==> src/rtl/dc_ex_bundle_reg.sv <==
// Decode-to-execute pipeline register for the four-slot VLIW bundle
// (slot 0=ixu1, 1=ixu2, 2=lsu, 3=bru). Resolves memory freeze, branch
// flush and load-use bubbles, keeps bubble/flush counters and watches
// for a memory freeze that never ends.
//
// Hold handshake: dc_hold=1 means decode must present the same bundle
// again next cycle; dc_hold=0 means the bundle on dc_* is consumed (or
// deliberately dropped on a flush) at this rising edge.
module dc_ex_bundle_reg #(
    parameter int CTRL_W     = 32,
    parameter int CNT_W      = 16,
    parameter int FREEZE_MAX = 255
) (
    input  logic                  clk,
    input  logic                  rst_n,
    input  logic [3:0]            dc_valid,
    input  logic [19:0]           dc_rd,
    input  logic [19:0]           dc_rs1,
    input  logic [19:0]           dc_rs2,
    input  logic [4*CTRL_W-1:0]   dc_ctrl,
    input  logic                  dc_lsu_is_load,
    input  logic                  hazard_stall,
    input  logic                  mem_stall,
    input  logic                  flush,
    output logic [3:0]            ex_valid,
    output logic [19:0]           ex_rd,
    output logic [19:0]           ex_rs1,
    output logic [19:0]           ex_rs2,
    output logic [4*CTRL_W-1:0]   ex_ctrl,
    output logic [4:0]            lsu_ex_rd,
    output logic                  lsu_ex_is_load,
    output logic                  dc_hold,
    output logic [CNT_W-1:0]      bubble_cnt,
    output logic [CNT_W-1:0]      flush_cnt,
    output logic                  freeze_timeout
);

    localparam int FW = (FREEZE_MAX < 1) ? 1 : $clog2(FREEZE_MAX + 1);
    localparam logic [FW-1:0]    FRZ_MAX = FW'(FREEZE_MAX);
    localparam logic [CNT_W-1:0] CNT_MAX = '1;

    typedef enum logic {
        WD_RUN    = 1'b0,
        WD_FREEZE = 1'b1
    } wd_state_t;

    wd_state_t      wd_state_q, wd_state_d;
    logic [FW-1:0]  frz_cnt_q;

    // Priority decode: freeze beats flush beats load-use bubble.
    logic do_freeze, do_flush, do_bubble, do_capture;
    assign do_freeze  = mem_stall;
    assign do_flush   = ~mem_stall & flush;
    assign do_bubble  = ~mem_stall & ~flush & hazard_stall;
    assign do_capture = ~mem_stall & ~flush & ~hazard_stall;

    // Only combinational in-to-out path; forced low while reset is asserted.
    assign dc_hold   = rst_n & (mem_stall | (hazard_stall & ~flush));

    // LSU slot destination fed back to hazard detection straight from the register.
    assign lsu_ex_rd = ex_rd[14:10];

    // EX-stage bundle registers: hold on freeze, zero on flush/bubble, else capture.
    always_ff @(posedge clk or negedge rst_n) begin
        if (!rst_n) begin
            ex_valid       <= '0;
            ex_rd          <= '0;
            ex_rs1         <= '0;
            ex_rs2         <= '0;
            ex_ctrl        <= '0;
            lsu_ex_is_load <= 1'b0;
        end else if (do_flush || do_bubble) begin
            // ex_ctrl keeps its stale value; it is meaningless with ex_valid=0.
            ex_valid       <= '0;
            ex_rd          <= '0;
            ex_rs1         <= '0;
            ex_rs2         <= '0;
            lsu_ex_is_load <= 1'b0;
        end else if (do_capture) begin
            ex_valid       <= dc_valid;
            ex_rd          <= dc_rd;
            ex_rs1         <= dc_rs1;
            ex_rs2         <= dc_rs2;
            ex_ctrl        <= dc_ctrl;
            lsu_ex_is_load <= dc_lsu_is_load & dc_valid[2];
        end
    end

    // Saturating bubble and flush performance counters.
    always_ff @(posedge clk or negedge rst_n) begin
        if (!rst_n) begin
            bubble_cnt <= '0;
            flush_cnt  <= '0;
        end else begin
            if (do_bubble && bubble_cnt != CNT_MAX) bubble_cnt <= bubble_cnt + 1'b1;
            if (do_flush && flush_cnt != CNT_MAX)   flush_cnt  <= flush_cnt + 1'b1;
        end
    end

    // Watchdog state register.
    always_ff @(posedge clk or negedge rst_n) begin
        if (!rst_n) wd_state_q <= WD_RUN;
        else        wd_state_q <= wd_state_d;
    end

    // Watchdog next state: frozen exactly while the memory reports busy.
    always_comb begin
        wd_state_d = wd_state_q;
        case (wd_state_q)
            WD_RUN:    if (do_freeze)  wd_state_d = WD_FREEZE;
            WD_FREEZE: if (!do_freeze) wd_state_d = WD_RUN;
            default:   wd_state_d = WD_RUN;
        endcase
    end

    // Freeze length counter (stall cycles already seen) and sticky timeout flag.
    always_ff @(posedge clk or negedge rst_n) begin
        if (!rst_n) begin
            frz_cnt_q      <= '0;
            freeze_timeout <= 1'b0;
        end else if (wd_state_d == WD_FREEZE) begin
            if (frz_cnt_q != FRZ_MAX) frz_cnt_q <= frz_cnt_q + 1'b1;
            if (frz_cnt_q == FRZ_MAX) freeze_timeout <= 1'b1;
        end else begin
            frz_cnt_q <= '0;
        end
    end

endmodule

==> config.mk <==
export PLATFORM = sky130hd
export DESIGN_NAME = dc_ex_bundle_reg
export DESIGN_NICKNAME = d
export VERILOG_FILES = /design/src/rtl/dc_ex_bundle_reg.sv
export SDC_FILE = /design/constraint.sdc
export NUM_CORES = 1
export LEC_CHECK = 0
export CAP_MARGIN = 20
export CORE_AREA = 2 2 166 168
export DETAILED_ROUTE_END_ITERATION = 10
export DIE_AREA = 0 0 168 170
export GPL_ROUTABILITY_DRIVEN = 0
export GPL_TIMING_DRIVEN = 0
export PLACE_DENSITY = 0.69
export SYNTH_ARGS = -nofsm -noshare
export SYNTH_HDL_FRONTEND = slang
export SYNTH_SLANG_ARGS = --single-unit
==> constraint.sdc <==
create_clock -name clk -period 2 [get_ports clk]
set_clock_uncertainty 0.05 [all_clocks]
set_input_delay 0.5 -clock clk [delete_from_list [all_inputs] [get_ports clk]]
set_output_delay 0.5 -clock clk [all_outputs]
set_load 0.005 [all_outputs]
### After elaboration in Yosys (flattened, before gate mapping)

Index checks and enable logic that the tools add are counted.
Widths: inputs -> output; s select.

* add/sub/neg operators: 3
* multiply operators: 0
* divide/modulo/power cells: 0
* order comparisons: 0
* equal/unequal tests: 5
* shift operators: 0
* muxes and demuxes: 13
* bitwise operators: 12
* reductions and logical operators: 6

Operators with widths (count)
* $mux 20: 6
* $add 16x1->16 const B: 2
* $ne 16x16->1 const B: 2
* $mux 8: 2
* $add 8x1->8 const B: 1
* $eq 8x8->1 const B: 1
* $mux 4: 2
* $ne 8x8->1 const B: 1
* $and 1x1->1: 7
* $not 1->1: 4
* $reduce_and 2->1: 2
* $mux 1: 3
* $logic_and 1x1->1: 2
* $ne 2x1->1 const B: 1
* $reduce_bool 2->1: 1
* $logic_or 1x1->1: 1
* $or 1x1->1: 1

* flip-flop bits (word level): 234
* bits in latches: 0
* RAM bits: 0
* ROM bits: 0
* output and inout bits: 232
* word-level logic and storage cells: 49
* memories: 0

### Depth between registers and ports, before layout

* depth in word-level cells: 6
* depth in mapped cells: 5
* gate-level depth less buffers: 5

### Worst setup path after synthesis

OpenSTA, ideal clock, no wires.

* path type: reg2reg
* from: register flush_cnt[0]
* to: register flush_cnt[1]
* setup time: 125 ps
* data arrival time: 1660 ps
* required time: 1825 ps
* setup slack: 165 ps
* cell stages (with the launch flop): 6
* path buffers: 0
* clock period less this slack: 1835 ps
* path through: dfrtp_1 -> ha_1 -> nand4_4 -> nor4_4 -> nor2_2 -> mux2_4

* word-level cells in the longest chain between the ends: 2
* elaborated cells on any way between the ends: 3
* those cells by class: add/sub (1); eq/ne (1); reduce/logical (1)

Ends and longest elaborated chain
* start, declared: RTL line 34 `output logic [CNT_W-1:0] flush_cnt,`
* start signal, assigned: RTL line 96 `if (do_flush && flush_cnt != CNT_MAX) flush_cnt <= flush_cnt + 1'b1;`
* branches (longest 2 deep; another with $add 16x1->16)

Parallel ways; which one is timed is not known.
A chain may end at the register's enable or synchronous reset.

### Worst setup path after layout

* from: register ex_rs2[18]
* to: output port ex_rs2[18]

RTL lines
* start, declared: RTL line 28 `output logic [19:0] ex_rs2,`
* start signal, assigned: RTL line 83 `ex_rs2 <= dc_rs2;`

No word-level cell between the ends.

==> summary.txt <==
========================================================================================
Status                                                                      finished clean
Cell Int Power                                                                   10.5 mW
Number of global-route vias before repair                                           7330
Startpoint of the lowest-slack hold path                                    freeze_timeout$_DFFE_PN0P_
Setup violation total in the final timing report                                       0
Worst path buffer plus inverter count                                                  1
Filler-free cell count of the finished design                                       1474
Worst path top cell family by delay                                         buffers and inverters
Post-route antenna net violation count                                                 0
Maximum frequency from static timing analysis                                    510 MHz
Number of cell rows                                                                   60
Synth Area in Adders                                                             0.00413
Max incr delay on CP                                                             0.51 ns
Clock slew at the register clock pins of the worst setup and hold paths          0.06 ns
DRC                                                                                    0
Core area                                                                     0.0267 mm2
Number of distinct library cells after synthesis                                      44
Worst EP required                                                                1.45 ns
Placed instance count                                                               1383
Worst r2r src                                                               bubble_cnt[8]$_DFFE_PN0P_
Wire length of the first global-routing pass                                     42.8 mm
Number of search-and-repair iterations in the first detailed-routing pass              4
Critical Path Source                                                        ex_rs2[18]$_DFFE_PN0P_
Area share of and/or/nand/nor cells after synthesis                               0.0600
Die height                                                                        170 um
Post-route fraction of the period consumed by the critical path                    0.980
Maximum vdd ir drop                                                             0.788 mV
Lkg Pwr                                                                          7.01 nW
Number of flops mapped to enable cells by yosys                                        0
Critical path cell sequence                                                 clkdlybuf4s50_1
Count of clock tree sinks                                                            234
Most used flip-flop cell after synthesis                                         dfrtp_1
Routing usage on met2                                                              0.332
Global Route met3 Usage                                                           0.0614
Pwr dens                                                                      918 mW/mm2
Instance count of the mapped netlist                                                 611
Xor and xnor area share after synthesis                                           0.0241
Share of cell area taken by muxes after synthesis                                  0.169
Worst-case hold slack                                                           0.428 ns
Clock period minus worst slack                                                   1.96 ns
Synth Area in Compound Gates                                                      0.0785
Setup ws final                                                                 0.0393 ns
Gate power share                                                                   0.229
Most frequent cells in the layout                                           359 x clkdlybuf4s50_1, 220 x dfrtp_1, 132 x mux2_2, 64 x a22o_1, 43 x buf_4
Final HPWL DP                                                                    20.9 mm
Number of pins exceeding their max-slew limit in the final report                      0
Post-detailed-routing wire length                                                28.7 mm
Sequential-to-total area share from yosys stat                                     0.645
Share of cells above drive strength 1                                              0.235
Synth Register Bits                                                                  234
Startpoint Class                                                                register
Worst slack after detailed placement                                            -1.09 ns
Final hold violation count                                                             0
DRC violation total after the first TritonRoute iteration                            268
Path type of the worst setup path                                             reg -> out
Total of warnings raised by yosys                                                      0
Pin count of the biggest net entering global routing                                  99
Reg power frac                                                                     0.418
Busiest metal layer after global routing                                            met2
Max Cap Violations                                                                     0
Mapped cell area                                                             0.00908 mm2
CTS tree                                                                           built
Share of synthesized flip-flops with an asynchronous set or reset                   1.00
Worst slew pin tran                                                             0.546 ns
I/O pin count                                                                        430
X dimension of the die                                                            168 um
Number of nets in the layout                                                        1313
Capturing element type of the critical path                                 primary output
Crit path arrival time                                                           1.41 ns
Buffer levels on the longest clock path                                                3
Dominant combinational cell family by area after synthesis                  multiplexers
Type of the tightest min-delay check                                          reg -> reg
Highest-delay cell along the critical path                                  clkdlybuf4s50_1
Syn nets                                                                             812
Initial Util                                                                       0.341
Total overflow reported by the global router                                           0
Clock share of power                                                               0.354
Drt via density                                                                     4.76
CTS Buf Count                                                                         27
Clock root buffer                                                              clkbuf_16
Count of input and output buffers                                                    429
Switch Pwr                                                                       3.39 mW
Critical path peak fanout                                                              2
GRT Total Usage                                                                    0.193
Max-Slew Margin vs Limit                                                           0.636
Later-pin clock latency in the skew report                                       0.52 ns
Commonest non-fill, non-tap cell in the layout                              clkdlybuf4s50_1
Area of the die                                                               0.0286 mm2
Via count of the routed design                                                      7011
M1 GR Usage                                                                        0.234
Synthesis-to-layout area growth                                                    66.7%
Switching power share of the total                                                 0.244
Average wire length per cell after detail routing                                19.5 um
Number of levels the H-tree was split into                                             1
Synth Area per Inst                                                             14.9 um2
Antenna violations before repair                                                       2
========================================================================================
-- registers in the layout (all words and copies together), names as in the netlist, 4 cells and up --
name	cells
ex_ctrl	128
ex_rd	20
ex_rs1	20
ex_rs2	20
bubble_cnt	16
flush_cnt	16
frz_cnt_q	8
ex_valid	4
-- synth_stat cells, drive strengths merged (3+ instances only) --
cell / number / area share
a22o: 64 / 0.062
a31oi: 3 / 0.0021
and3: 5 / 0.0034
and4: 4 / 0.0039
buf: 24 / 0.015
clkbuf: 10 / 0.0041
dfrtp: 234 / 0.64
ha: 3 / 0.0041
mux2: 134 / 0.17
nand2: 16 / 0.0066
nand2b: 3 / 0.0021
nand3: 13 / 0.0072
nand4: 13 / 0.012
nor2: 16 / 0.0069
nor3: 9 / 0.0050
nor3b: 3 / 0.0030
nor4: 4 / 0.0044
o21ai: 6 / 0.0033
xnor2: 7 / 0.0067
xor2: 18 / 0.017
-- repair_timing --
item                                    CTS  global route
cloned                                    0             0
pin swaps                                 1             1
endpoints found under the setup margin  241            35
setup buffers                            35             3
hold buffers                              3             0
gates resized for setup                  65            30
hold endpoints to repair                 41             0
-- stage by stage --
stage / power, mW / setup TNS [ns] / area, um2 / util
floorplan: 6.78 / 0 / 9080 / -
global placement: 8.94 / -2520.61 / 13800 / 0.518
detailed placement: 9.00 / -178.39 / 13900 / 0.520
CTS: 14.1 / 0 / 15000 / 0.565
global route: 14.5 / -0.000258 / 15100 / 0.568
finish: 13.9 / 0 / 15100 / 0.568
-- layout make-up --
| cell class | count | area [um2] |
|---|---|---|
| antenna | 2 | 5.00 |
| buffer | 34 | 185 |
| clock buffer | 43 | 806 |
| clock inverter | 5 | 77.6 |
| fill | 2216 | 11500 |
| inverter | 2 | 7.51 |
| multi-input combinational | 341 | 3060 |
| sequential | 234 | 5870 |
| tap | 341 | 427 |
| timing repair buffer | 472 | 4710 |
-- power by group through the flow --
stage | sequential [mW] | combinational [mW] | clock, mW
2_1_floorplan | 5.98 | 0.795 | 0
3_3_place_gp | 5.95 | 2.99 | 0
3_5_place_dp | 5.97 | 3.03 | 0
4_1_cts | 5.81 | 3.24 | 5.06
5_1_grt | 5.90 | 3.39 | 5.25
6_report | 5.80 | 3.18 | 4.92
-- worst paths after layout --
path | endpoint | slack [ns] | cells after the start
setup reg to reg | bubble_cnt[1]$_DFFE_PN0P_ | 0.10 | 4
min in group asynchronous | flush_cnt[7]$_DFFE_PN0P_ | 0.58 | 3
max in group asynchronous | ex_ctrl[78]$_DFFE_PN0P_ | 0.76 | 3
setup / recovery | ex_rs2[18] | 0.04 | 1
hold reg to reg | freeze_timeout$_DFFE_PN0P_ | 0.43 | 1
hold / removal | freeze_timeout$_DFFE_PN0P_ | 0.43 | 1
-- routing by layer --
metal	wire (um)	share of wire
met3	2520	0.088
met4	649	0.023
met1	11400	0.40
met2	14100	0.49
met5	13	0.00045
-- kinds of logic after synthesis --
| logic type | count (synthesis) |
|---|---|
| and+or+nand+nor | 93 |
| adders and majority gates | 3 |
| AOI/OAI and AO/OA | 84 |
| muxes | 136 |
| DFF | 234 |
| buffers and inverters | 36 |
| xor gates and xnor gates | 25 |
No activity file was read; power rests on OpenSTA's default activity.
